## src/rtl/cpu16_disp_pkg.sv

```systemverilog
// Shared display-path package: converter FSM encoding and datapath sizes.
// Also used by the 7-segment stage.
package cpu16_disp_pkg;

    localparam int BIN_W       = 16;
    localparam int BCD_DIGITS  = 5;
    localparam int BCD_W       = BCD_DIGITS * 4;
    localparam int SHIFT_CNT_W = 5;

    // Converter FSM encoding
    localparam logic [1:0] ST_IDLE  = 2'd0;
    localparam logic [1:0] ST_SHIFT = 2'd1;
    localparam logic [1:0] ST_DONE  = 2'd2;

    // Counter value seen during the final (16th) shift cycle
    localparam logic [SHIFT_CNT_W-1:0] LAST_SHIFT = SHIFT_CNT_W'(BIN_W - 1);
    localparam logic [SHIFT_CNT_W-1:0] CNT_ONE    = SHIFT_CNT_W'(1);

    typedef logic [BCD_W-1:0] bcd_word_t;

    // Leading-zero mask: bit i set when digits BCD_DIGITS-1..i are all zero.
    // Digit 0 is never blanked so a zero value still shows "0".
    function automatic logic [BCD_DIGITS-1:0] lz_blank(input bcd_word_t bcd);
        logic [BCD_DIGITS-1:0] mask;
        logic                  all_zero;
        mask     = '0;
        all_zero = 1'b1;
        for (int i = BCD_DIGITS - 1; i > 0; i--) begin
            all_zero = all_zero & (bcd[i*4 +: 4] == 4'd0);
            mask[i]  = all_zero;
        end
        return mask;
    endfunction

endpackage

```

## src/rtl/bin16_bcd_seq_if.sv

```systemverilog
// Handshake and result bus of the binary-to-BCD converter.
// master = producer of values / consumer of results; slave = converter.
interface bin16_bcd_seq_if;
    import cpu16_disp_pkg::*;

    logic                  in_valid;
    logic                  in_ready;
    logic [BIN_W-1:0]      bin_in;
    logic                  out_valid;
    logic                  negative;
    logic [3:0]            bcd_digit0;
    logic [3:0]            bcd_digit1;
    logic [3:0]            bcd_digit2;
    logic [3:0]            bcd_digit3;
    logic [3:0]            bcd_digit4;
    logic [BCD_DIGITS-1:0] blank;

    modport slave (
        input  in_valid, bin_in,
        output in_ready, out_valid, negative,
        output bcd_digit0, bcd_digit1, bcd_digit2, bcd_digit3, bcd_digit4,
        output blank
    );

    modport master (
        output in_valid, bin_in,
        input  in_ready, out_valid, negative,
        input  bcd_digit0, bcd_digit1, bcd_digit2, bcd_digit3, bcd_digit4,
        input  blank
    );

endinterface

```

## src/rtl/bcd_add3.sv

```systemverilog
// Double-dabble digit correction: add 3 to a BCD nibble that is 5 or more,
// so the following left shift carries correctly into the next digit.
module bcd_add3 (
    input  logic [3:0] din,
    output logic [3:0] dout
);

    // Conditional +3 correction
    always_comb begin
        dout = (din >= 4'd5) ? (din + 4'd3) : din;
    end

endmodule

```

## src/rtl/bin16_bcd_seq.sv

```systemverilog
// Sequential signed 16-bit binary to 5-digit BCD converter (shift/add-3).
// One conversion takes 18 cycles: accept, 16 shifts, result register.
// Optional feature macro: LEADING_ZERO_BLANK_EN (registered leading-zero
// blank mask; when undefined the blank output is tied to zero).
module bin16_bcd_seq #(
    parameter int WIDTH  = 16,
    parameter int DIGITS = 5
) (
    input  logic            clk,
    input  logic            KEY,
    bin16_bcd_seq_if.slave  bus
);
    import cpu16_disp_pkg::*;

    localparam int SCR_W = DIGITS * 4;
    localparam logic [WIDTH-1:0] MAG_ONE = WIDTH'(1);

    logic [1:0]             state_q, state_d;
    logic [SHIFT_CNT_W-1:0] cnt_q, cnt_d;
    logic [WIDTH-1:0]       mag_q, mag_d;
    logic [SCR_W-1:0]       scratch_q, scratch_d;
    logic [SCR_W-1:0]       scratch_adj;
    logic                   neg_q, neg_d;
    logic [SCR_W-1:0]       bcd_q, bcd_d;
    logic                   negative_q, negative_d;
    logic                   out_valid_q, out_valid_d;

    // One add-3 corrector per digit of the scratch register
    for (genvar gi = 0; gi < DIGITS; gi++) begin : g_add3
        bcd_add3 u_add3 (
            .din  (scratch_q[gi*4 +: 4]),
            .dout (scratch_adj[gi*4 +: 4])
        );
    end

    // FSM next state and datapath updates
    always_comb begin
        state_d     = state_q;
        cnt_d       = cnt_q;
        mag_d       = mag_q;
        scratch_d   = scratch_q;
        neg_d       = neg_q;
        bcd_d       = bcd_q;
        negative_d  = negative_q;
        out_valid_d = 1'b0;
        case (state_q)
            ST_IDLE: begin
                if (bus.in_valid) begin
                    neg_d     = bus.bin_in[WIDTH-1];
                    // -32768 negates to itself, which is 0x8000 unsigned
                    mag_d     = bus.bin_in[WIDTH-1] ? ((~bus.bin_in) + MAG_ONE)
                                                    : bus.bin_in;
                    scratch_d = '0;
                    cnt_d     = '0;
                    state_d   = ST_SHIFT;
                end
            end
            ST_SHIFT: begin
                {scratch_d, mag_d} = {scratch_adj, mag_q} << 1;
                cnt_d = cnt_q + CNT_ONE;
                if (cnt_q == LAST_SHIFT) begin
                    state_d = ST_DONE;
                end
            end
            ST_DONE: begin
                bcd_d       = scratch_q;
                negative_d  = neg_q;
                out_valid_d = 1'b1;
                state_d     = ST_IDLE;
            end
            default: begin
                state_d = ST_IDLE;
            end
        endcase
    end

    // State, scratch and result registers
    always_ff @(posedge clk or negedge KEY) begin
        if (!KEY) begin
            state_q     <= ST_IDLE;
            cnt_q       <= '0;
            mag_q       <= '0;
            scratch_q   <= '0;
            neg_q       <= 1'b0;
            bcd_q       <= '0;
            negative_q  <= 1'b0;
            out_valid_q <= 1'b0;
        end else begin
            state_q     <= state_d;
            cnt_q       <= cnt_d;
            mag_q       <= mag_d;
            scratch_q   <= scratch_d;
            neg_q       <= neg_d;
            bcd_q       <= bcd_d;
            negative_q  <= negative_d;
            out_valid_q <= out_valid_d;
        end
    end

`ifdef LEADING_ZERO_BLANK_EN
    logic [DIGITS-1:0] blank_q, blank_d;

    // Blank mask captured alongside the digits
    always_comb begin
        blank_d = blank_q;
        if (state_q == ST_DONE) begin
            blank_d = lz_blank(scratch_q);
        end
    end

    // Blank mask register
    always_ff @(posedge clk or negedge KEY) begin
        if (!KEY) begin
            blank_q <= '0;
        end else begin
            blank_q <= blank_d;
        end
    end

    assign bus.blank = blank_q;
`else
    assign bus.blank = '0;
`endif

    assign bus.in_ready   = (state_q == ST_IDLE);
    assign bus.out_valid  = out_valid_q;
    assign bus.negative   = negative_q;
    assign bus.bcd_digit0 = bcd_q[3:0];
    assign bus.bcd_digit1 = bcd_q[7:4];
    assign bus.bcd_digit2 = bcd_q[11:8];
    assign bus.bcd_digit3 = bcd_q[15:12];
    assign bus.bcd_digit4 = bcd_q[19:16];

endmodule

```

## src/flat_wrapper.sv

```systemverilog
// flat-port wrapper written by rule: the top's interface ports become plain ports
module bin16_bcd_seq_flat import cpu16_disp_pkg::*;
#(
    parameter int WIDTH  = 16,
    parameter int DIGITS = 5
)
  (clk, KEY, bus_in_valid, bus_bin_in, bus_in_ready, bus_out_valid, bus_negative, bus_bcd_digit0, bus_bcd_digit1, bus_bcd_digit2, bus_bcd_digit3, bus_bcd_digit4, bus_blank);
  bin16_bcd_seq_if bus_i ();
  input  logic clk;
  input  logic KEY;
  input wire logic [$bits(bus_i.in_valid)-1:0] bus_in_valid;
  input wire logic [$bits(bus_i.bin_in)-1:0] bus_bin_in;
  output wire logic [$bits(bus_i.in_ready)-1:0] bus_in_ready;
  output wire logic [$bits(bus_i.out_valid)-1:0] bus_out_valid;
  output wire logic [$bits(bus_i.negative)-1:0] bus_negative;
  output wire logic [$bits(bus_i.bcd_digit0)-1:0] bus_bcd_digit0;
  output wire logic [$bits(bus_i.bcd_digit1)-1:0] bus_bcd_digit1;
  output wire logic [$bits(bus_i.bcd_digit2)-1:0] bus_bcd_digit2;
  output wire logic [$bits(bus_i.bcd_digit3)-1:0] bus_bcd_digit3;
  output wire logic [$bits(bus_i.bcd_digit4)-1:0] bus_bcd_digit4;
  output wire logic [$bits(bus_i.blank)-1:0] bus_blank;
  assign bus_i.in_valid = bus_in_valid;
  assign bus_i.bin_in = bus_bin_in;
  assign bus_in_ready = bus_i.in_ready;
  assign bus_out_valid = bus_i.out_valid;
  assign bus_negative = bus_i.negative;
  assign bus_bcd_digit0 = bus_i.bcd_digit0;
  assign bus_bcd_digit1 = bus_i.bcd_digit1;
  assign bus_bcd_digit2 = bus_i.bcd_digit2;
  assign bus_bcd_digit3 = bus_i.bcd_digit3;
  assign bus_bcd_digit4 = bus_i.bcd_digit4;
  assign bus_blank = bus_i.blank;
  bin16_bcd_seq #(.WIDTH(WIDTH), .DIGITS(DIGITS)) u_core (.clk(clk), .KEY(KEY), .bus(bus_i));
endmodule
```

## config.mk

```make
export PLATFORM = sky130hd
export DESIGN_NAME = bin16_bcd_seq_flat
export DESIGN_NICKNAME = d
export VERILOG_FILES = /design/src/rtl/cpu16_disp_pkg.sv /design/src/rtl/bin16_bcd_seq_if.sv /design/src/rtl/bcd_add3.sv /design/src/rtl/bin16_bcd_seq.sv /design/src/flat_wrapper.sv
export SDC_FILE = /design/constraint.sdc
export NUM_CORES = 1
export LEC_CHECK = 0
export CELL_PAD_IN_SITES_DETAIL_PLACEMENT = 1
export CELL_PAD_IN_SITES_GLOBAL_PLACEMENT = 2
export CORE_ASPECT_RATIO = 0.7
export CORE_UTILIZATION = 37
export DETAILED_ROUTE_END_ITERATION = 8
export PLACE_DENSITY_LB_ADDON = 0.1
export SYNTH_ARGS = -nofsm -noshare
export SYNTH_HDL_FRONTEND = slang
export SYNTH_SLANG_ARGS = --single-unit
```

## constraint.sdc

```tcl
create_clock -name clk -period 4 [get_ports clk]
set_clock_uncertainty 0.2 [all_clocks]
set_input_delay 1 -clock clk [delete_from_list [all_inputs] [get_ports clk]]
set_output_delay 1 -clock clk [all_outputs]
set_load 0.005 [all_outputs]
```

Word level (Yosys, flattened, before mapping)

Index checks and enable logic that the tools add are counted.

Memories kept: 0
RAM bits: 0
Latch bits: 0
Memory bits (read-only): 0
Logic and storage cells: 47
Register bits after elaboration: 66

Div/mod/pow operators: 0
Reductions and logical operators: 5
$add $sub $neg: 7
Shifts and indexed selects: 0
Multiply operators: 0
Bitwise gates (word level): 1
Muxes and demuxes: 16
$lt $le $gt $ge: 5
Equal/unequal tests: 5

Operators by type and width:

| kind                                                               | number |
|---|---|
| case mux 20 bit (2 select lines)                                   | 1 |
| two-way mux 16 bit                                                 | 2 |
| case mux 16 bit (2 select lines)                                   | 1 |
| greater-or-equal comparator 4 x 3 -> 1 bit (second input constant) | 5 |
| two-way mux 20 bit                                                 | 1 |
| adder 16 x 1 -> 16 bit (second input constant)                     | 1 |
| adder 4 x 2 -> 4 bit (second input constant)                       | 4 |
| two-way mux 4 bit                                                  | 4 |
| NOT 16 bit                                                         | 1 |
| case mux 5 bit (2 select lines)                                    | 1 |
| AND reduction 2 bit                                                | 3 |
| adder 5 x 1 -> 5 bit (second input constant)                       | 1 |
| equality test 5 x 4 -> 1 bit (second input constant)               | 1 |
| two-way mux 5 bit                                                  | 1 |
| two-way mux 2 bit                                                  | 2 |
| case mux 2 bit (2 select lines)                                    | 1 |
| adder 3 x 2 -> 3 bit (second input constant)                       | 1 |
| two-way mux 3 bit                                                  | 1 |
| equality test 2 x 1 -> 1 bit (second input constant)               | 1 |
| equality test 2 bit (second input constant)                        | 1 |
| logical NOT 2 bit                                                  | 1 |
| inequality test 2 x 1 -> 1 bit (second input constant)             | 1 |
| inequality test 2 bit (second input constant)                      | 1 |
| nonzero test 2 bit                                                 | 1 |
| two-way mux 1 bit                                                  | 1 |

Logic depth before layout (Yosys ltp)

Gate-level depths: netlist of run 1.

Depth in word-level cells: 5
Mapped depth: 7
Mapped depth without buffers: 6

By module

A second synthesis of run 1 with hierarchy kept.

Cell total of the unflattened synthesis: 415
Area total of the unflattened synthesis: 3532.1 sq um

Modules (own cells, without submodules):

| module        | times used | cells an instance | area an instance (sq um) | seq. area each (sq um) |
|---|---|---|---|---|
| bin16_bcd_seq | 1          | 335               | 3025.4                   | 1651.6 |
| bcd_add3      | 5          | 16                | 101.3                    | 0.0 |

Worst setup path before layout of run 1

OpenSTA, ideal clock, no wires.

Path type: input port to flip-flop
Start point: input bus_bin_in[2]
End point: register u_core.mag_q[15]
Setup time: 0.069 ns
Stages on the path: 4
Buffers on the path: 0
Arrival time: 2.307 ns
Data required time: 3.731 ns
Slack: 1.424 ns
Path through: or4_1 or2_1 or4_1 nand3_1

Longest elaborated chain between the ends: 5

Ends and longest elaborated chain:

| item                             | RTL line            | source |
|---|---|---|
| start, declared                  | flat_wrapper.sv:12  | `input wire logic [$bits(bus_i.bin_in)-1:0] bus_bin_in;` |
| NOT 16 bit                       | bin16_bcd_seq.sv:51 | `mag_d = bus.bin_in[WIDTH-1] ? ((~bus.bin_in) + MAG_ONE)` |
| adder 16 x 1 -> 16 bit           | bin16_bcd_seq.sv:51 |  |
| two-way mux 16 bit               | bin16_bcd_seq.sv:51 |  |
| two-way mux 16 bit               | bin16_bcd_seq.sv:48 | `if (bus.in_valid) begin` |
| case mux 16 bit (2 select lines) | bin16_bcd_seq.sv:46 | `case (state_q)` |
| end signal, assigned             | bin16_bcd_seq.sv:91 | `mag_q <= mag_d;` |
| end, declared                    | bin16_bcd_seq.sv:20 | `logic [WIDTH-1:0] mag_q, mag_d;` |

Every way passes these cells. The select of a mux whose other input is x is not followed.
A chain may end at the register's enable or synchronous reset.

Worst setup path after layout of run 1

Ends and elaborated chain as after synthesis.

==> results.yml, run 1 <==
floorplan:
  dieArea_mm2: 0.00941
  die-height_um: 81.5
  coreArea_mm2: 0.00858
  start_util: 0.389
  io_pins: 47
  row_count: 28
  dieWidth_um: 116
global_route:
  grt_pass1_vias: 2700
  grt_use_total: 0.188
  grt_pass1_wl_um: 13300
  antenna_found_initial: 0
  grt_overflow: 0
  grt_max_degree: 39
timing:
  slew_violations: 0
  rsz0062_at_grt: "no"
  hold_ws_ps: 273
  max_slew_margin: 0.418
  fmax_mhz: 347
  worst_slew_pin_slew_ps: 861
  hold_viol_final: 0
  fin_ws_ps: 1120
  setup_viol: 0
  period_minus_slack_ps: 2880
  tns_ps: 0
  min_period_over_period: 0.720
detailed_routing:
  wl_um: 7880
  vias: 2588
  routed.top_layer: "met4"
  via_per_inst: 5.27
  avgRoutedWirePerCell_um: 16.1
  drc_errors: 0
  dr_wl_met2_um: 3450
  met3_length_um: 286
  wl_met1_um: 4050
  drt_iter0_markers: 113
  dr.pass1.iters: 4
  antenna_left: 0
clock_tree:
  cts_sinks: 66
  cts_resized: 0
  clkSlewWorstSetupHoldPaths_ps: 50
  root_buffer: "clkbuf_16"
  insertion_delay_ps: 330
  clock_path_buffers: 2
  cts_tree: "done"
  postCtsHoldBufs: 0
  post_cts_buffers: 0
  cts_max_level: 3
  numCtsBuffers: 9
critical_path:
  crit_path_max_fanout: 5
  critPathKind: "input pin to flop"
  critPathCaptureType: "flop"
  start_kind: "input pin"
  cp.required_ps: 4070
  worst_ep_arrival_time_ps: 2940
run_status:
  status: "finished clean"
placed_design:
  dp_slack_ps: 785
  place_congestion: 0.752
  io_buffer_count: 41
  dp_hpwl_um: 5290
synth:
  yosys_warnings: 0
  yosysTopAreaCellShare: 0.495
  synth_area_mm2: 0.00334
  ys_types: 37
  synth_edf_count: 0
  ys_seq_elements: 66
  yosysSeqAreaShare: 0.495
  synthCells: 329
  synth_area_leaders: "dfrtp_1 49%, o21ai_0 6.0%, mux2_2 5.1%, ha_1 4.9%, nand3_1 3.3%"
  avgSynthCellArea_um2: 10.1
  ys.flop_type: "dfrtp_1"
  yosysTopAreaCell: "dfrtp_1"
  async_flop_share: 1.00
finish:
  area_growth_pct: 23.6
  final_nets: 400
  diodes: 0
  fillCellCount: 970
  drive_gt1_frac: 0.0970
power:
  leakagePower_nw: 1.75
  power_density_mw_per_mm2: 761
  peakVddDrop_mv: 0.348
  total_power_mw: 3.14
hold_path:
  hold_class: "flop to flop"
job:
  cap_violations: 0
worst max-delay path, stage by stage:
cell and delay (ps):
clkdlybuf4s50_1 460, or4_1 680, or2_1 300, or4_1 400, nand3_1 100
path summary, 6_finish.rpt:
| check | from | end | slack (ps) | cells past startpoint |
|---|---|---|---|---|
| worst max register to register | u_core.state_q[1] | u_core.scratch_q[15] | 1910 | 5 |
| min in group asynchronous | KEY | u_core.bcd_q[18] | 510 | 1 |
| max in group asynchronous | KEY | u_core.scratch_q[5] | 2440 | 2 |
| worst min-delay path | u_core.bcd_q[16] | u_core.bcd_q[16] | 270 | 2 |
| worst min register to register | u_core.bcd_q[16] | u_core.bcd_q[16] | 270 | 2 |
| worst max-delay path | bus_bin_in[2] | u_core.mag_q[15] | 1120 | 5 |
through the flow:
stage,instance area (µm²),instances,utilization
floorplan,3350,333,-
global placement,3870,477,0.451
detailed placement,3870,477,0.451
CTS,4120,491,0.480
global route,4120,491,0.480
finish,4120,491,0.480
layout make-up:
class                           count  area [µm²]  area share
Inverter                           15        56.3      0.0137
Multi-Input combinational cell    227        1530       0.372
Sequential cell                    66        1650       0.400
Clock buffer                       14         254      0.0616
Timing Repair Buffer               49         478       0.116
Tap cell                          120         150      0.0364
registers in the layout, indices dropped and copies added, names as in the netlist:
| signal | count |
|---|---|
| u_core.bcd_q | 20 |
| u_core.bus.negative | 1 |
| u_core.bus.out_valid | 1 |
| u_core.cnt_q | 5 |
| u_core.mag_q | 16 |
| u_core.neg_q | 1 |
| u_core.scratch_q | 20 |
| u_core.state_q | 2 |
synthesized netlist by cell type, drive strengths merged (5+ instances only):
library cell and n:
nor2 7, ha 13, nand3 22, clkbuf 18, or3 5, buf 7, nand2 25, inv 15
o21ai 40, a32o 5, xor2 9, o211ai 7, o31ai 12, dfrtp 66, a21oi 6, xnor2 6
or4 5, mux2 15, a22oi 12, mux2i 5, nand2b 7
routing by layer:
layer,track usage,vias to the layer above
met3,0.0546,9
met2,0.297,44
met5,0,-
li1,-,1246
met4,0.0662,0
met1,0.247,1289
logic make-up (layout without fill, tap and decap cells):
family,count (synthesis),count (layout),synth area share
mux,20,20,0.0656
simple gates,89,89,0.138
other cells,1,5,0.00112
buf+inv,40,78,0.0506
compound gates,85,85,0.162
fa+ha+maj,13,13,0.0487
xor+xnor,15,15,0.0394
flops,66,66,0.495
cells in the final DEF, fill, tap and decap left out, types with 2 or more instances in the layout:
cell type	synthesis	final
dfrtp_1	66	66
o21ai_0	40	40
clkdlybuf4s50_1	0	40
nand2_1	25	25
nand3_1	22	22
inv_1	15	15
mux2_2	15	15
ha_1	13	13
o31ai_1	12	12
a22oi_1	12	12
xor2_1	9	9
clkbuf_16	0	9
nand2b_1	7	7
nor2_1	7	7
o211ai_1	7	7
buf_4	5	7
a21oi_1	6	6
xnor2_1	6	6
a32o_1	5	5
mux2i_1	5	5
or3_1	5	5
or4_1	5	5
conb_1	1	5
nor3_1	4	4
clkbuf_1	18	4
nor4_1	3	3
and3_1	2	2
report_power, final:
| group | leakage [nW] | total, mW | switching (mW) | internal, mW |
|---|---|---|---|---|
| Combinational | 0.804 | 1.28 | 0.655 | 0.622 |
| Clock | 0.123 | 0.695 | 0.265 | 0.430 |
| Sequential | 0.828 | 1.17 | 0.207 | 0.959 |
| Total | 1.75 | 3.14 | 1.13 | 2.01 |
Power figures use the tool's default switching activity.
==> run 2: changes to the inputs <==
--- a/config.mk
+++ b/config.mk
@@ -8,7 +8,7 @@
 export CELL_PAD_IN_SITES_DETAIL_PLACEMENT = 1
 export CELL_PAD_IN_SITES_GLOBAL_PLACEMENT = 2
 export CORE_ASPECT_RATIO = 0.7
-export CORE_UTILIZATION = 37
+export CORE_UTILIZATION = 31
 export DETAILED_ROUTE_END_ITERATION = 8
 export PLACE_DENSITY_LB_ADDON = 0.1
 export SYNTH_ARGS = -nofsm -noshare
==> constraint.sdc (replaced) <==
create_clock -name clk -period 2.55 [get_ports clk]
set_clock_uncertainty 0.2 [all_clocks]
set_input_delay 0.6375 -clock clk [delete_from_list [all_inputs] [get_ports clk]]
set_output_delay 0.6375 -clock clk [all_outputs]
set_load 0.005 [all_outputs]
==> results.yml, run 2 (same netlist as run 1, synthesis figures left out) <==
run_status:
  status: "finished clean"
timing:
  rsz0062_at_grt: "no"
  hold_ws_ps: 280
  slew_violations: 0
  hold_viol_final: 0
  setup_viol: 0
  tns_ps: 0
  min_period_over_period: 0.968
  worst_slew_pin_slew_ps: 1060
  fmax_mhz: 405
  period_minus_slack_ps: 2470
  max_slew_margin: 0.288
floorplan:
  row_count: 31
  dieWidth_um: 126
  start_util: 0.321
  io_pins: 47
  coreArea_mm2: 0.0104
  die-height_um: 88.8
  dieArea_mm2: 0.0112
detailed_routing:
  vias: 2627
  drc_errors: 0
  via_per_inst: 5.00
  dr.pass1.iters: 4
  drt_iter0_markers: 119
  wl_um: 8290
  avgRoutedWirePerCell_um: 15.8
  antenna_left: 0
critical_path:
  start_kind: "input pin"
  critPathKind: "input pin to flop"
  critPathCaptureType: "flop"
  crit_path_max_fanout: 6
  critPathSlowestCell: "or3b_2"
  path_cells: "clkdlybuf4s50_1 -> inv_1 -> ha_1 -> or3b_2 -> nor4_1 -> buf_4 -> o211ai_1 -> o211ai_1"
  worst_ep_arrival_time_ps: 2510
  cp.required_ps: 2590
  cpPeakStageDelay_ps: 550
  cp_common_cell: "o211ai_1"
clock_tree:
  cts_max_level: 3
  clkSlewWorstSetupHoldPaths_ps: 50
  clock_path_buffers: 2
  cts_resized: 0
  cts_tree: "done"
  postCtsHoldBufs: 1
  insertion_delay_ps: 330
  post_cts_buffers: 0
  cts_sinks: 66
  root_buffer: "clkbuf_16"
  numCtsBuffers: 9
global_route:
  grt_max_degree: 55
  grt_pass1_vias: 2805
  grt_use_total: 0.168
  grt_overflow: 0
  grt_pass1_wl_um: 14300
  antenna_found_initial: 0
placed_design:
  place_congestion: 0.744
  dp_hpwl_um: 5900
  io_buffer_count: 41
finish:
  final_nets: 422
  drive_gt1_frac: 0.145
  diodes: 0
  reg.largest.list: "u_core.bcd_q: 20 flops, u_core.scratch_q: 20 flops, u_core.mag_q: 16 flops"
  area_growth_pct: 29.1
  fillCellCount: 1157
  layout_commonest_cell: "dfrtp_1"
  layout_common_cells: "66 x dfrtp_1, 40 x o21ai_0, 40 x clkdlybuf4s50_1"
job:
  cap_violations: 0
power:
  leakagePower_nw: 1.86
  peakVddDrop_mv: 0.396
  total_power_mw: 4.96
  power_density_mw_per_mm2: 1150
hold_path:
  hold_class: "flop to flop"
-- run 2: cell count changes in the layout (fill, tap and decap cells not counted) --
| cell | previous run | this run |
|---|---|---|
| buf_4 | 7 | 28 |
| dlygate4sd3_1 | 0 | 1 |
-- run 2: metrics by stage --
step | utilization | cells | instance area (µm²) | worst slack (ps)
2_1_floorplan | - | 333 | 3350 | 337
3_3_place_gp | 0.389 | 510 | 4040 | -313
3_5_place_dp | 0.389 | 510 | 4040 | -286
4_1_cts | 0.414 | 525 | 4310 | 82.4
5_1_grt | 0.414 | 525 | 4310 | 8.62
6_report | 0.414 | 525 | 4310 | 80.5
-- run 2: where the power goes --
group	switching, mW	total (mW)	internal (mW)	leakage, nW
logic	1.01	2.03	1.01	0.908
clock network	0.417	1.09	0.674	0.123
registers	0.335	1.84	1.50	0.828
-- run 2: routing by layer --
| metal | track usage | wire length, µm | part of all wire |
|---|---|---|---|
| met2 | 0.266 | 3620 | 0.44 |
| met1 | 0.222 | 4290 | 0.52 |
| met5 | 0 | 0 | 0 |
| met3 | 0.0459 | 259 | 0.031 |
| met4 | 0.0624 | 114 | 0.014 |
-- run 2: critical path: cells and delay by family --
family / cells / cell delay [ps]
AND/OR/NAND/NOR: 2 / 820
buffers and inverters: 3 / 690
adder cells (fa/ha/maj): 1 / 170
AO/OA/AOI/OAI: 2 / 170
-- run 2: cell type report --
| type | instances | area [µm²] | area share |
|---|---|---|---|
| tap | 132 | 165 | 0.0383 |
| inverter | 15 | 56.3 | 0.0131 |
| multi-input combinational | 227 | 1530 | 0.356 |
| clock buffer | 14 | 254 | 0.0590 |
| sequential | 66 | 1650 | 0.383 |
| timing repair buffer | 71 | 646 | 0.150 |
-- run 2: worst paths after layout --
path,slack (ps),cells after the start,startpoint,end
max,80,8,bus_bin_in[0],u_core.mag_q[14]
min,280,2,u_core.bcd_q[13],u_core.bcd_q[13]
max reg2reg,490,4,u_core.state_q[0],u_core.mag_q[15]
min reg2reg,280,2,u_core.bcd_q[13],u_core.bcd_q[13]
max in group asynchronous,1010,3,KEY,u_core.cnt_q[1]
min in group asynchronous,540,2,KEY,u_core.state_q[1]
==> run 3: changes to the inputs <==
--- a/config.mk
+++ b/config.mk
@@ -11,6 +11,7 @@
 export CORE_UTILIZATION = 31
 export DETAILED_ROUTE_END_ITERATION = 8
 export PLACE_DENSITY_LB_ADDON = 0.1
+export SLEW_MARGIN = 20
 export SYNTH_ARGS = -nofsm -noshare
 export SYNTH_HDL_FRONTEND = slang
 export SYNTH_SLANG_ARGS = --single-unit
==> results of run 3 <==
Same layout as run 2: the final DEF is identical, and so are final timing and power.
